--- config.mk ---
export PLATFORM = sky130hd
export DESIGN_NAME = gcd_lcm_unit_flat
export DESIGN_NICKNAME = d
export VERILOG_FILES = /design/src/rtl/gcd_lcm_pkg.sv /design/src/rtl/gcd_lcm_if.sv /design/src/rtl/gcd_lcm_dp.sv /design/src/rtl/gcd_lcm_unit.sv /design/src/flat_wrapper.sv
export SDC_FILE = /design/constraint.sdc
export NUM_CORES = 1
export LEC_CHECK = 0
export BUFFER_PORTS_ARGS = -buffer_cell sky130_fd_sc_hd__buf_2
export CAP_MARGIN = 20
export CORE_ASPECT_RATIO = 1.4
export CORE_MARGIN = 2
export CORE_UTILIZATION = 41
export DETAILED_ROUTE_END_ITERATION = 10
export PLACE_DENSITY = 0.65
export SYNTH_ARGS = -nofsm -noshare
export SYNTH_HDL_FRONTEND = slang
export SYNTH_HIERARCHICAL = 1
export SYNTH_SLANG_ARGS = --single-unit
export TNS_END_PERCENT = 30
--- constraint.sdc ---
create_clock -name clk -period 11.8 [get_ports clk]
set_input_delay 1.77 -clock clk [delete_from_list [all_inputs] [get_ports clk]]
set_output_delay 1.77 -clock clk [all_outputs]
set_load 0.01 [all_outputs]
--- src/rtl/gcd_lcm_pkg.sv ---
// Shared types and constants for the gcd/lcm coprocessor.
//   state_t      : controller states
//   OP_GCD/OP_LCM: custom opcodes recognised by the decoder
//   ALUOP_COPROC : ALUOp value used for both opcodes
//   WIDTH_DEF    : default operand/result width
package gcd_lcm_pkg;

  typedef enum logic [1:0] {
    IDLE = 2'd0,
    RUN  = 2'd1,
    DONE = 2'd2
  } state_t;

  localparam logic [6:0] OP_GCD       = 7'b0000000;
  localparam logic [6:0] OP_LCM       = 7'b0000001;
  localparam logic [2:0] ALUOP_COPROC = 3'b110;
  localparam int         WIDTH_DEF    = 32;

endpackage

--- src/rtl/gcd_lcm_if.sv ---
// Issue/result bundle between the execute stage and the gcd/lcm unit.
//   start, op_lcm, a, b, kill : request side (driven by the pipeline)
//   busy, done, result, ovf   : response side (driven by the unit)
interface gcd_lcm_if
  import gcd_lcm_pkg::*;
#(
  parameter int WIDTH = WIDTH_DEF
) ();

  logic             start;
  logic             op_lcm;
  logic [WIDTH-1:0] a;
  logic [WIDTH-1:0] b;
  logic             kill;
  logic             busy;
  logic             done;
  logic [WIDTH-1:0] result;
  logic             ovf;

  modport master (
    output start, op_lcm, a, b, kill,
    input  busy, done, result, ovf
  );

  modport slave (
    input  start, op_lcm, a, b, kill,
    output busy, done, result, ovf
  );

endinterface

--- src/rtl/gcd_lcm_dp.sv ---
// Datapath for subtractive Euclid with lcm tracking.
// Invariant kept by the step rule: at termination x==y==gcd and
// (u+v)/2 == lcm, so only add/sub/compare hardware is needed.
// Ports:
//   clk, reset_n         : clock, synchronous active-low reset
//   load, step, finish   : one-hot strobes from the controller
//   op_lcm, a, b         : request captured on load
//   fin_cond             : iteration finished (zero operand or x==y)
//   result, ovf          : registered outputs, written on finish
module gcd_lcm_dp #(
  parameter int WIDTH = 32,
  parameter int UVW   = 2*WIDTH+1
) (
  input  logic             clk,
  input  logic             reset_n,
  input  logic             load,
  input  logic             step,
  input  logic             finish,
  input  logic             op_lcm,
  input  logic [WIDTH-1:0] a,
  input  logic [WIDTH-1:0] b,
  output logic             fin_cond,
  output logic [WIDTH-1:0] result,
  output logic             ovf
);

  logic [WIDTH-1:0] x, y;
  logic [UVW-1:0]   u, v;
  logic             op_q;
  logic             zero_q;

  logic             x_gt_y;
  logic [UVW-1:0]   uv_sum;
  logic [UVW-1:0]   full;

  // u+v == v+u, so one adder serves both step directions and the lcm finish
  assign x_gt_y   = x > y;
  assign uv_sum   = u + v;
  assign full     = uv_sum >> 1;
  assign fin_cond = zero_q | (x == y);

  always_ff @(posedge clk) begin
    if (!reset_n) begin
      result <= '0;
      ovf    <= 1'b0;
    end else if (load) begin
      x      <= a;
      y      <= b;
      u      <= {{(UVW-WIDTH){1'b0}}, b};
      v      <= {{(UVW-WIDTH){1'b0}}, a};
      op_q   <= op_lcm;
      zero_q <= (a == '0) | (b == '0);
    end else if (step) begin
      if (x_gt_y) begin
        x <= x - y;
        v <= uv_sum;
      end else begin
        y <= y - x;
        u <= uv_sum;
      end
    end else if (finish) begin
      if (op_q) begin
        result <= zero_q ? '0 : full[WIDTH-1:0];
        ovf    <= zero_q ? 1'b0 : |full[UVW-1:WIDTH];
      end else begin
        // with a zero operand no step ran, so the nonzero one (or 0) is still in x/y
        result <= (x == '0) ? y : x;
        ovf    <= 1'b0;
      end
    end
  end

endmodule

--- src/rtl/gcd_lcm_unit.sv ---
// Multi-cycle gcd/lcm execution unit. Stalls the pipeline via busy while
// iterating and pulses done for one cycle with the registered result.
// Ports:
//   clk     : clock
//   reset_n : synchronous active-low reset
//   bus     : request/response bundle (slave side)
//
// state | meaning
// IDLE  | waiting for start
// RUN   | one Euclid step per cycle, busy high
// DONE  | result valid, done high for one cycle; start here re-issues
module gcd_lcm_unit
  import gcd_lcm_pkg::*;
#(
  parameter int WIDTH = WIDTH_DEF
) (
  input  logic       clk,
  input  logic       reset_n,
  gcd_lcm_if.slave   bus
);

  state_t state;
  logic   busy_q;
  logic   done_q;
  logic   fin_cond;
  logic   load, step, finish;

  // kill and reset suppress every strobe so a flushed op never writes result
  always_comb begin
    load   = 1'b0;
    step   = 1'b0;
    finish = 1'b0;
    if (reset_n && !bus.kill) begin
      load   = bus.start && (state != RUN);
      step   = (state == RUN) && !fin_cond;
      finish = (state == RUN) && fin_cond;
    end
  end

  always_ff @(posedge clk) begin
    if (!reset_n) begin
      state  <= IDLE;
      busy_q <= 1'b0;
      done_q <= 1'b0;
    end else if (bus.kill) begin
      state  <= IDLE;
      busy_q <= 1'b0;
      done_q <= 1'b0;
    end else begin
      case (state)
        IDLE: begin
          done_q <= 1'b0;
          if (bus.start) begin
            state  <= RUN;
            busy_q <= 1'b1;
          end
        end
        RUN: begin
          if (fin_cond) begin
            state  <= DONE;
            busy_q <= 1'b0;
            done_q <= 1'b1;
          end
        end
        DONE: begin
          done_q <= 1'b0;
          if (bus.start) begin
            state  <= RUN;
            busy_q <= 1'b1;
          end else begin
            state  <= IDLE;
          end
        end
        default: begin
          state  <= IDLE;
          busy_q <= 1'b0;
          done_q <= 1'b0;
        end
      endcase
    end
  end

  assign bus.busy = busy_q;
  assign bus.done = done_q;

  gcd_lcm_dp #(
    .WIDTH (WIDTH)
  ) u_dp (
    .clk      (clk),
    .reset_n  (reset_n),
    .load     (load),
    .step     (step),
    .finish   (finish),
    .op_lcm   (bus.op_lcm),
    .a        (bus.a),
    .b        (bus.b),
    .fin_cond (fin_cond),
    .result   (bus.result),
    .ovf      (bus.ovf)
  );

endmodule

--- src/flat_wrapper.sv ---
// flat-port wrapper written by rule: the top's interface ports become plain ports
module gcd_lcm_unit_flat import gcd_lcm_pkg::*;
#(
  parameter int WIDTH = WIDTH_DEF
)
  (clk, reset_n, bus_start, bus_op_lcm, bus_a, bus_b, bus_kill, bus_busy, bus_done, bus_result, bus_ovf);
  gcd_lcm_if #(.WIDTH(WIDTH)) bus_i ();
  input  logic clk;
  input  logic reset_n;
  input wire logic [$bits(bus_i.start)-1:0] bus_start;
  input wire logic [$bits(bus_i.op_lcm)-1:0] bus_op_lcm;
  input wire logic [$bits(bus_i.a)-1:0] bus_a;
  input wire logic [$bits(bus_i.b)-1:0] bus_b;
  input wire logic [$bits(bus_i.kill)-1:0] bus_kill;
  output wire logic [$bits(bus_i.busy)-1:0] bus_busy;
  output wire logic [$bits(bus_i.done)-1:0] bus_done;
  output wire logic [$bits(bus_i.result)-1:0] bus_result;
  output wire logic [$bits(bus_i.ovf)-1:0] bus_ovf;
  assign bus_i.start = bus_start;
  assign bus_i.op_lcm = bus_op_lcm;
  assign bus_i.a = bus_a;
  assign bus_i.b = bus_b;
  assign bus_i.kill = bus_kill;
  assign bus_busy = bus_i.busy;
  assign bus_done = bus_i.done;
  assign bus_result = bus_i.result;
  assign bus_ovf = bus_i.ovf;
  gcd_lcm_unit #(.WIDTH(WIDTH)) u_core (.clk(clk), .reset_n(reset_n), .bus(bus_i));
endmodule
# [Word-level counts from Yosys, hierarchy flattened]
# Index checks and enable logic that the tools add are counted.
[classes] add_sub_neg=3 magnitude_cmp=1 n_eq_ne=8 mux=27 bitwise_logic=6 reduce_logical=22
[op_table] cell="2-to-1 mux 32 bit" count=11
[op_table] cell="2-to-1 mux 65 bit" count=4
[op_table] cell="zero test 32 bit" count=3
[op_table] cell="adder 65 bit" count=1
[op_table] cell="subtractor 32 bit" count=2
[op_table] cell="equality test 32 bit" count=1
[op_table] cell="> comparator 32 bit" count=1
[op_table] cell="OR reduction 32 bit" count=1
[op_table] cell="AND reduction 3 bit" count=3
[op_table] cell="2-to-1 mux 1 bit" count=8
[op_table] cell="inequality test 2 x 1 -> 1 bit, second input constant" count=4
[op_table] cell="one-hot mux 2 bit (3 select lines)" count=1
[op_table] cell="AND reduction 2 bit" count=3
[op_table] cell="logical AND 1 bit" count=4
[op_table] cell="2-to-1 mux 2 bit" count=2
[op_table] cell="NOT 1 bit" count=4
[op_table] cell="nonzero test 2 bit" count=2
[op_table] cell="OR reduction 2 bit" count=2
[op_table] cell="OR reduction 3 bit" count=1
[op_table] cell="equality test 2 x 1 -> 1 bit, second input constant" count=1
[op_table] cell="equality test 2 bit, second input constant" count=1
[op_table] cell="zero test 1 bit" count=2
[op_table] cell="zero test 2 bit" count=1
[op_table] cell="inequality test 2 bit, second input constant" count=1
[op_table] cell="other kinds (2)" count=3
[word_totals] ff_bits=233 input_bits=69 output_inout_bits=35 elab_cells=80

# [Depth between registers and ports, before layout]
# Gate-level depths: netlist (run 1).
[logic_depth] word_depth=7 ltp_mapped=19 depth_no_buf=18

# [Cells and area by module]
# The synthesis (run 1) kept the hierarchy.
[by_module_without_submodules] module="gcd_lcm_dp" n_inst=1 cells_each=1906 area_each_um2=16886.2 seq_area_each_um2=6546.3
[by_module_without_submodules] module="gcd_lcm_unit" n_inst=1 cells_each=19 area_each_um2=171.4 seq_area_each_um2=80.1

# [Least setup slack after synthesis (run 1)]
# OpenSTA, ideal clock, no wires.
[synth_timing] path_kind="flip-flop to flip-flop" startpoint="reg u_core.u_dp.x[3]" endpoint="reg u_core.u_dp.u[0] (enable)" setup_ns=0.695 t_arrival_ns=10.156 t_required_ns=11.105 setup_slack_ns=0.948 stages_incl_launch_ff=14 path_buffers=1 synth_period_minus_slack_ns=10.852 path_cell_list="edfxtp_1 > ha_1 > buf_2 > a21o_1 > a21o_1 > a211o_1 > and2_1 > o211a_1 > o31ai_4 > a21oi_1 > a221o_1 > a221oi_2 > o21ai_1 > o31ai_1"
[synth_via] elab_chain_cells=7 elab_cells_between_ends=9 classes_between="order compare (1); eq/ne (2); mux (1); bitwise (1); reduce/logical (4)"
[synth_rtl] item="from (decl)" line_no="gcd_lcm_dp.sv:27" source="logic [WIDTH-1:0] x, y;"
[synth_rtl] item="from (signal assigned)" line_no="gcd_lcm_dp.sv:55" source="x <= x - y;"
[synth_rtl] item="branches (longest 6 deep; another with > comparator 32 bit)"
[synth_rtl] item="AND reduction 3 bit (no line) (*)"
[synth_rtl] item="to (signal assigned)" line_no="gcd_lcm_dp.sv:49" source="u <= {{(UVW-WIDTH){1'b0}}, b};"
[synth_rtl] item="to (signal assigned)" line_no="gcd_lcm_dp.sv:59" source="u <= uv_sum;"
[synth_rtl] item="to (decl)" line_no="gcd_lcm_dp.sv:28" source="logic [UVW-1:0] u, v;"
# Every way passes the cells marked *.
# A chain may end at the register's enable or synchronous reset.

# [Final worst setup path (run 1)]
[layout_timing] startpoint="reg u_core.u_dp.x[3]" endpoint="reg u_core.u_dp.y[10] (enable)"
[layout_via] elab_chain_cells=7 elab_cells_between_ends=9 classes_between="order compare (1); eq/ne (2); mux (1); bitwise (1); reduce/logical (4)"
[layout_rtl] item="branches (longest 6 deep; another with > comparator 32 bit)"
[layout_rtl] item="AND reduction 3 bit (no line) (*)"
[layout_rtl] item="to (signal assigned)" line_no="gcd_lcm_dp.sv:58" source="y <= y - x;"
[layout_rtl] item="to (decl)" line_no="gcd_lcm_dp.sv:27"
# Marks and branches as above.

==> metrics.txt, run 1 <==
Yosys reg bits=~230; post-route fraction of the period consumed by the critical path=between 40% and 50%; number of placed I/O pins=104; Lkg Pwr=approximately 7.4 nW; post-synth net total=~2100; Avg Synthesized Cell Area=approximately 8.9 sq um; worst-path fanout max=61; routed via count divided by cell count=5.97; number of hold buffers added after CTS=0; worst skew pair latency=about 560 ps; post-synthesis cell type count=85; die height=245 um; max-slew violation count=0; status=finished clean; uppermost layer routed=met4; global routing usage summed across all routing layers=approximately 25%; final critical delay including setup and external delays=between 4000 and 5000 ps; least setup slack across all paths after layout=between 6000 and 7000 ps; first-pass GRT wire length=around 84000 um; fraction of layout instances using a drive strength above 1=a little under a tenth; crit path DAT=5060 ps; Worst Max-Slew Pin Slew=between 1000 and 1500 ps; initial cell density of the core=41.4%; Detailed Route WL=about 55000 um; critical-path cell with the highest stage delay=buf_4; commonest non-fill, non-tap cells in the layout=nand2_1, edfxtp_1, o21ai_0; Crit Path Category=reg2reg; length of routed wiring on met1=between 20000 and 25000 um; required time at the endpoint of the critical path=between 10000 and 15000 ps; remaining antenna violation count after routing=0; post-route clock skew=22.5 ps; GR Overflow Total=0; final cell count without fillers=approximately 2500; number of DRC markers in iteration 0=about 1400; number of antenna violations at the first check in global routing=0; number of clock buffers inserted by TritonCTS=25; Tightest Hold Check Type=reg2reg; pwr dens=109 mW/mm^2; Power, Total=approximately 0.0020 W; number of cells produced by synthesis=approximately 1900; worst relative slew slack=about a fifth; maximum vdd ir drop=approximately 0.11 mV; final count of hold timing violations=0; Core ar.=0.0412 sq mm; Port-buffer cells=approximately 100; asr flop ratio synth=0%; depth of the CTS H-tree=1; max-cap violations=0; clock tree from TritonCTS=done; diode count=0; DRC violations left=0; maximum clock rate=~200 MHz; yosys synthesis warning count=6; Max stage delay on crit path=750 ps; dominant register cell in the synthesized netlist=edfxtp_1; First-pass DRT Iterations=7; synth-to-layout area growth=9.64%; sequential share of the synthesized area=~39%; setup-violating endpoint count in the final report=0; Die Span X=between 150 and 200 um; half-perimeter wire length after detailed placement=around 42000 um; vias after detailed routing=between 15000 and 20000; count of flip-flops with a built-in enable after synthesis=196; Final Wtd Congestion=approximately 1; number of buffers inserted by post-CTS setup repair=0; count of standard-cell rows=between 80 and 90; clock transition at the registers of the reported paths=about 60 ps; most frequent standard cell in the layout excluding fill and tap cells=nand2_1; root buffer selected by CTS=clkbuf_16; Resized Gates After CTS=0; Clock Sinks=approximately 230; fin nets=about 2200; total placed cells including tap cells=roughly 2500; met2 wire len=27400 um; vias in the first global route=14621; maximum number of pins on one net before global-route repair=115; Max Root-Sink Buffers=3; startpoint kind of the worst setup timing path=flip-flop; Syn Std Cell Area=0.0171 sq mm; area of the die=roughly 0.043 sq mm; WL per Instance=21.9 um; setup repair after global routing missed its margin=no; worst setup timing slack at the placement stage=6570 ps; Setup TNS=0 ps; detailed-routed wire length on met3=around 3100 um; category of the worst setup path capture point=flip-flop; Cell Chain, Critical Path=ha_1, a21o_1, a21o_1, a211o_1, and2_1, o211a_1, o31ai_4, a21oi_1, a221o_1, a221oi_2, o21ai_1, o31ai_4, buf_4
## registers in the layout (all words and copies together) (netlist names)
| name | flops |
|---|---|
| u_core/u_dp/result | 32 |
| u_core/u_dp/v | 65 |
| u_core/u_dp/y | 32 |
| u_core/u_dp/zero_q | 1 |
| u_core/state | 2 |
| u_core/u_dp/ovf | 1 |
| u_core/bus.done | 1 |
| u_core/u_dp/u | 65 |
| u_core/u_dp/op_q | 1 |
| u_core/u_dp/x | 32 |
| u_core/bus.busy | 1 |
## synth_stat cells (17+ instances only)
| cell | instances | area, sq um |
|---|---|---|
| nor2b_1 | 20 | 125 |
| o21bai_1 | 18 | 135 |
| nor2_1 | 116 | 435 |
| a21boi_0 | 37 | 278 |
| xnor2_1 | 60 | 526 |
| a21o_1 | 65 | 488 |
| edfxtp_1 | 196 | 5890 |
| xor2_1 | 51 | 447 |
| inv_1 | 95 | 357 |
| o21ai_0 | 178 | 891 |
| a21oi_1 | 164 | 821 |
| nor3_1 | 36 | 180 |
| nand3_1 | 20 | 100 |
| nand4_1 | 34 | 213 |
| ha_1 | 127 | 1590 |
| nand2b_1 | 44 | 275 |
| o21a_1 | 27 | 203 |
| a31oi_1 | 17 | 106 |
| clkbuf_1 | 87 | 327 |
| nand2_1 | 242 | 908 |
| o22ai_1 | 23 | 144 |
| dfxtp_1 | 37 | 741 |
| nor4_1 | 32 | 200 |
## worst max-delay path: cells and delay by family, from the launching register on
family          cells  cell delay [ps]
flops               1              480
simple gates        1              210
fa+ha+maj           1              450
compound gates     10             2570
buf+inv             1              750
## cells by family (layout without fill, tap and decap cells)
group / count (synthesis) / in the layout / share of synthesized area, %
AO/OA/AOI/OAI: 628 / 628 / 23.1
XOR/XNOR: 111 / 111 / 5.70
adder cells (fa/ha/maj): 130 / 130 / 9.67
buffers and inverters: 195 / 254 / 4.64
flip-flops: 233 / 233 / 38.8
multiplexers: 6 / 6 / 0.352
AND/OR/NAND/NOR: 622 / 622 / 17.7
## power breakdown
| group | switching [W] | internal [W] |
|---|---|---|
| combinational | 0.000207 | 0.000115 |
| clock | 0.000344 | 0.000429 |
| sequential | 0.0000111 | 0.000926 |
| total | 0.000562 | 0.00147 |
## metal layers
metal	track usage (%)	vias up
li1	-	7109
met1	30.1	7266
met2	43.9	549
met3	2.66	136
met4	13.5	0
met5	0	-
## layout make-up
cell class,instances,area [sq um]
Tap cell,540,676
Sequential cell,233,6630
Clock inverter,9,82.6
Inverter,95,357
Multi-Input combinational cell,1497,9680
Timing Repair Buffer,113,591
Clock buffer,37,691
Fill cell,4088,22500
## metrics by stage
| stage | hold WS, ps | utilization [%] | cell area [sq um] |
|---|---|---|---|
| after CTS | 466 | 45.4 | 18700 |
| after global routing | 493 | 45.4 | 18700 |
| after detailed placement | 457 | 43.5 | 17900 |
| after global placement | 458 | 43.5 | 17900 |
| after floorplan | 488 | - | 17100 |
| final | 465 | 45.4 | 18700 |
## final timing paths
kind,startpoint,endpoint,slack (ps),depth (start not counted)
worst min register to register,u_core/u_dp/result[4],u_core/u_dp/result[4],470,2
worst max register to register,u_core/u_dp/x[3],u_core/u_dp/y[10],6900,13
worst max-delay path,u_core/u_dp/x[3],u_core/u_dp/y[10],6900,13
worst min-delay path,u_core/u_dp/result[4],u_core/u_dp/result[4],470,2
Note: power is estimated with default switching activity, not from simulation.
==> run 2: changes to the inputs <==
==> constraint.sdc (replaced) <==
create_clock -name clk -period 4.9 [get_ports clk]
set_input_delay 0.735 -clock clk [delete_from_list [all_inputs] [get_ports clk]]
set_output_delay 0.735 -clock clk [all_outputs]
set_load 0.01 [all_outputs]
==> metrics.txt, run 2 (synthesized netlist as in run 1, its figures left out) <==
Crit Path Category=reg2reg; clock group share of total power=between 40 and 50%; post-route clock skew=around 13 ps; worst relative slew slack=roughly 33%; routed via count divided by cell count=about 6.0; final-layout fill cell count=4004; maximum clock rate=approximately 230 MHz; Setup TNS=0 ps; Detailed Route WL=56100 um; maximum vdd ir drop=roughly 0.24 mV; root buffer selected by CTS=clkbuf_16; source of the critical timing path=u_core/u_dp/u[0]; clock transition at the registers of the reported paths=around 60 ps; vias in the first global route=14827; category of the worst setup path capture point=flip-flop; synth-to-layout area growth=11.6%; required time at the endpoint of the critical path=roughly 5300 ps; Clock Sinks=233; number of placed I/O pins=approximately 100; Core ar.=slightly above 0.04 sq mm; number of buffers inserted by post-CTS setup repair=0; Cell Chain, Critical Path=ha_1, inv_1, fa_1, nand2b_1, a21oi_1, o21ai_1, o221a_2, o41ai_1, o21ai_0, a22oi_1, o2111ai_1, nor4b_2, nand4b_1, nor3b_2, a31oi_1; initial cell density of the core=between 40% and 50%; Hold Path Stages=1; Final Wtd Congestion=~0.97; Hold Crit Start=bus_op_lcm; pwr dens=between 200 and 300 mW/mm^2; vias after detailed routing=about 15000; Switching Fraction=a little over a quarter; commonest non-fill, non-tap cells in the layout=nand2_1, edfxtp_1, o21ai_0; First-pass DRT Iterations=5; endpoint of the lowest-slack register-to-register path=u_core/u_dp/ovf; first-pass GRT wire length=85000 um; number of clock buffers inserted by TritonCTS=27; Final Hold Slack=~350 ps; Max Root-Sink Buffers=3; FF+latch area=between 0.006 and 0.007 sq mm; Tightest Hold Check Type=in2reg; post-route fraction of the period consumed by the critical path=between 80% and 90%; number of DRC markers in iteration 0=roughly 1100; number of antenna violations at the first check in global routing=2; setup-violating endpoint count in the final report=0; final critical delay including setup and external delays=between 4000 and 5000 ps; Resized Gates After CTS=0; diode count=0; count of standard-cell rows=between 80 and 90; max-cap violations=0; setup repair after global routing missed its margin=no; Worst Max-Slew Pin Slew=990 ps; worst-path fanout max=4; DRC violations left=0; maximum number of pins on one net before global-route repair=between 100 and 150; fin nets=~2200; startpoint kind of the worst setup timing path=flip-flop; Die Span X=between 150 and 200 um; status=finished clean; crit path DAT=approximately 4700 ps; Lkg Pwr=between 7 and 8 nW; max-slew violation count=0; final count of hold timing violations=0; WL per Instance=approximately 22 um; half-perimeter wire length after detailed placement=approximately 44000 um; power share of the combinational group=approximately 15%; remaining antenna violation count after routing=0; fraction of layout instances using a drive strength above 1=between 10% and 20%; worst-case register-to-register setup slack=approximately 590 ps; Port-buffer cells=just over 100; Min-Delay Endpoint=u_core/u_dp/op_q; Sw Pwr=between 0.001 and 0.0015 W; Crit Reg-Reg Startpoint=u_core/u_dp/u[0]; largest registers=u_core/u_dp/u x65, u_core/u_dp/v x65; depth of the CTS H-tree=1; Seq pwr share=between 40 and 50%; critical-path cell with the highest stage delay=o41ai_1; clock tree from TritonCTS=done; most frequent standard cell in the layout excluding fill and tap cells=nand2_1; worst skew pair latency=about 560 ps; P_int=around 0.0038 W; Max stage delay on crit path=between 700 and 800 ps; R2R depth=15; number of hold buffers added after CTS=0; global routing usage summed across all routing layers=between 20 and 30%; area taken by multi-input logic gates=just under 0.01 sq mm; die height=between 200 and 250 um; area of the die=0.0433 sq mm; GR Overflow Total=0
==> run 2: power groups by stage <==
stage / sequential [W] / clock, W / combinational (W)
after floorplan: 0.00229 / 0 / 0.000530
after global placement: 0.00229 / 0 / 0.000767
after detailed placement: 0.00229 / 0 / 0.000775
after CTS: 0.00225 / 0.00215 / 0.000779
after global routing: 0.00226 / 0.00222 / 0.000861
final: 0.00225 / 0.00211 / 0.000791
==> run 2: final cells by class <==
cell class	count	area share (%)
clock buffer	33	3.83
clock inverter	17	1.03
inverter	95	1.87
multi-input combinational	1497	50.9
sequential	233	34.8
tap	540	3.55
timing repair buffer	125	3.97
==> run 2: worst max-delay path by stage <==
stage	slack (ps)	cells after the start	to
6_report	590	15	u_core/u_dp/ovf
3_5_place_dp	650	14	u_core/u_dp/v[48]
3_3_place_gp	730	14	u_core/u_dp/v[58]
2_1_floorplan	-940	13	u_core/u_dp/u[0]
5_1_grt	300	16	u_core/u_dp/ovf
4_1_cts	620	14	u_core/u_dp/v[51]
==> run 2: critical path: cells and delay by family, from the launching register on <==
family	cells	cell delay [ps]
AOI/OAI and AO/OA	8	2380
adders and majority gates	2	590
buffers and inverters	1	60
DFF	1	330
and+or+nand+nor	4	830
==> run 2: metal layers <==
| layer | vias up | GRT usage [%] | share of wire, % |
|---|---|---|---|
| li1 | 7151 | - | - |
| met1 | 7232 | 29.2 | 38 |
| met2 | 534 | 45.4 | 50 |
| met3 | 194 | 2.52 | 4.6 |
| met4 | 2 | 16.2 | 7.1 |
| met5 | - | 0 | 0.061 |
==> run 2: through the flow <==
stage / std cells / utilization [%] / setup slack, ps / instance area, sq um / total power (W)
6_report: 2540 / 46.2 / 593 / 19000 / 0.00516
5_1_grt: 2540 / 46.2 / 295 / 19000 / 0.00534
4_1_cts: 2540 / 46.2 / 624 / 19000 / 0.00519
3_5_place_dp: 2490 / 44.0 / 653 / 18100 / 0.00307
3_3_place_gp: 2490 / 44.0 / 730 / 18100 / 0.00306
2_1_floorplan: 1925 / - / -936 / 17100 / 0.00282
==> run 3: changes to the inputs <==
--- a/config.mk
+++ b/config.mk
@@ -11,6 +11,7 @@
 export CORE_MARGIN = 2
 export CORE_UTILIZATION = 41
 export DETAILED_ROUTE_END_ITERATION = 10
+export MAX_ROUTING_LAYER = met4
 export PLACE_DENSITY = 0.65
 export SYNTH_ARGS = -nofsm -noshare
 export SYNTH_HDL_FRONTEND = slang
==> metrics.txt, run 3 (synthesized netlist as in run 1, its figures left out) <==
number of clock buffers inserted by TritonCTS=26; max-slew violation count=0; Detailed Route WL=~57000 um; depth of the CTS H-tree=1; Crit Reg-Reg Startpoint=u_core/u_dp/u[0]; vias after detailed routing=~15000; largest registers=u_core/u_dp/u x65, u_core/u_dp/v x65; final critical delay including setup and external delays=about 4300 ps; maximum number of pins on one net before global-route repair=121; maximum vdd ir drop=0.255 mV; number of placed I/O pins=~100; Max Root-Sink Buffers=3; Lkg Pwr=7.55 nW; fraction of layout instances using a drive strength above 1=roughly a tenth; maximum clock rate=232 MHz; logic depth of the worst setup path including buffers=15; Port-buffer cells=103; worst path bufs/invs=1; area of the die=approximately 0.043 sq mm; fin nets=2176; Final Wtd Congestion=roughly 1; Core ar.=approximately 0.041 sq mm; die height=roughly 250 um; number of buffers inserted by post-CTS setup repair=0; initial cell density of the core=approximately two fifths; worst relative slew slack=36.0%; startpoint kind of the worst setup timing path=flip-flop; status=finished clean; synth-to-layout area growth=11.3%; setup-violating endpoint count in the final report=0; setup repair after global routing missed its margin=no; First-pass DRT Iterations=5; required time at the endpoint of the critical path=5330 ps; post-route clock skew=approximately 39 ps; critical-path cell with the highest stage delay=o41ai_1; Tightest Hold Check Type=in2reg; final count of hold timing violations=0; Cell Chain, Critical Path=ha_1, inv_1, fa_1, nand2b_1, a21oi_1, o21ai_1, o221a_2, o41ai_1, o21ai_0, a22oi_1, o2111ai_1, nor4b_2, nand4b_1, nor3b_2, a31oi_1; cell family contributing the most delay on the critical path=compound AO/OA/AOI/OAI gates; count of standard-cell rows=roughly 90; final cell count without fillers=roughly 2500; worst setup timing slack at the placement stage=643 ps; GR Overflow Total=0; critical path endpoint=u_core/u_dp/ovf; Worst Max-Slew Pin Slew=approximately 950 ps; Crit Path Category=reg2reg; endpoint of the lowest-slack register-to-register path=u_core/u_dp/ovf; R2R depth=15; WL per Instance=~22 um; crit path DAT=roughly 4700 ps; number of DRC markers in iteration 0=approximately 1200; root buffer selected by CTS=clkbuf_16; source of the critical timing path=u_core/u_dp/u[0]; post-route fraction of the period consumed by the critical path=87.8%; Max stage delay on crit path=710 ps; worst skew pair latency=between 500 and 600 ps; global routing usage summed across all routing layers=about a quarter; Resized Gates After CTS=0; DRC violations left=0; worst-path fanout max=4; category of the worst setup path capture point=flip-flop; first-pass GRT wire length=~86000 um; number of hold buffers added after CTS=0; routed via count divided by cell count=~6.0; pwr dens=about 270 mW/mm^2; remaining antenna violation count after routing=0; half-perimeter wire length after detailed placement=~44000 um; clock tree from TritonCTS=done; most frequent standard cell in the layout excluding fill and tap cells=nand2_1; Die Span X=roughly 180 um; number of antenna violations at the first check in global routing=1; total placed cells including tap cells=2489; worst-case register-to-register setup slack=between 500 and 600 ps; commonest non-fill, non-tap cells in the layout=nand2_1, edfxtp_1, o21ai_0; max-cap violations=0; least setup slack across all paths after layout=599 ps; Final Hold Slack=approximately 340 ps; clock transition at the registers of the reported paths=60 ps; Clock Sinks=between 200 and 250; vias in the first global route=roughly 15000
==> run 3: changes by cell type in the layout (fill, tap and decap cells not counted), sizes merged <==
cell	change
clkinvlp	-1
bufinv	-2
clkbuf	+7
buf	-1
clkinv	-4
diode	+1
inv	-2
==> run 3: layer usage <==
metal  GRT usage (%)  vias to the layer above  wire length, um  part of all wire (%)
li1                -                     7142                -                     -
met4            14.0                        0             3350                   5.9
met5               -                        -                0                     0
met3            2.52                      163             2940                   5.2
met2            46.6                      595            28700                    51
met1            30.3                     7226            21800                    38
==> run 3: how the worst min path moves through the flow <==
stage / start / end / slack (ps) / cells past startpoint
after floorplan: u_core/u_dp/result[0] / u_core/u_dp/result[0] / 490 / 2
after global placement: u_core/u_dp/result[9] / u_core/u_dp/result[9] / 450 / 2
after detailed placement: u_core/u_dp/result[9] / u_core/u_dp/result[9] / 460 / 2
after CTS: bus_op_lcm / u_core/u_dp/op_q / 320 / 1
after global routing: bus_op_lcm / u_core/u_dp/op_q / 330 / 1
final: bus_op_lcm / u_core/u_dp/op_q / 340 / 1
==> run 3: worst register-to-register path: cells and delay by family (launching register included) <==
| kind | cells | cell delay, ps |
|---|---|---|
| compound gates | 8 | 2320 |
| buf+inv | 1 | 60 |
| fa+ha+maj | 2 | 600 |
| simple gates | 4 | 840 |
| flops | 1 | 330 |
==> run 3: metrics by stage <==
step	setup TNS (ps)	utilization [%]	instance area (sq um)	power [W]
after floorplan	-146810	-	17100	0.00282
after global placement	0	44.0	18100	0.00306
after detailed placement	0	44.0	18100	0.00307
after CTS	0	46.1	19000	0.00510
after global routing	0	46.1	19000	0.00526
final	0	46.1	19000	0.00508
==> run 3: cell type report <==
type / count / area, sq um
Fill cell: 4085 / 22200
Antenna cell: 1 / 2.50
Multi-Input combinational cell: 1497 / 9700
Sequential cell: 233 / 6630
Timing Repair Buffer: 124 / 748
Tap cell: 540 / 676
Clock buffer: 40 / 776
Inverter: 95 / 357
Clock inverter: 8 / 104
==> run 3: where the power goes <==
| part | internal (W) | switching, W | leakage (nW) |
|---|---|---|---|
| sequential | 0.00223 | 0.0000234 | 2.09 |
| clock | 0.00120 | 0.000834 | 0.428 |
| combinational | 0.000285 | 0.000510 | 5.03 |
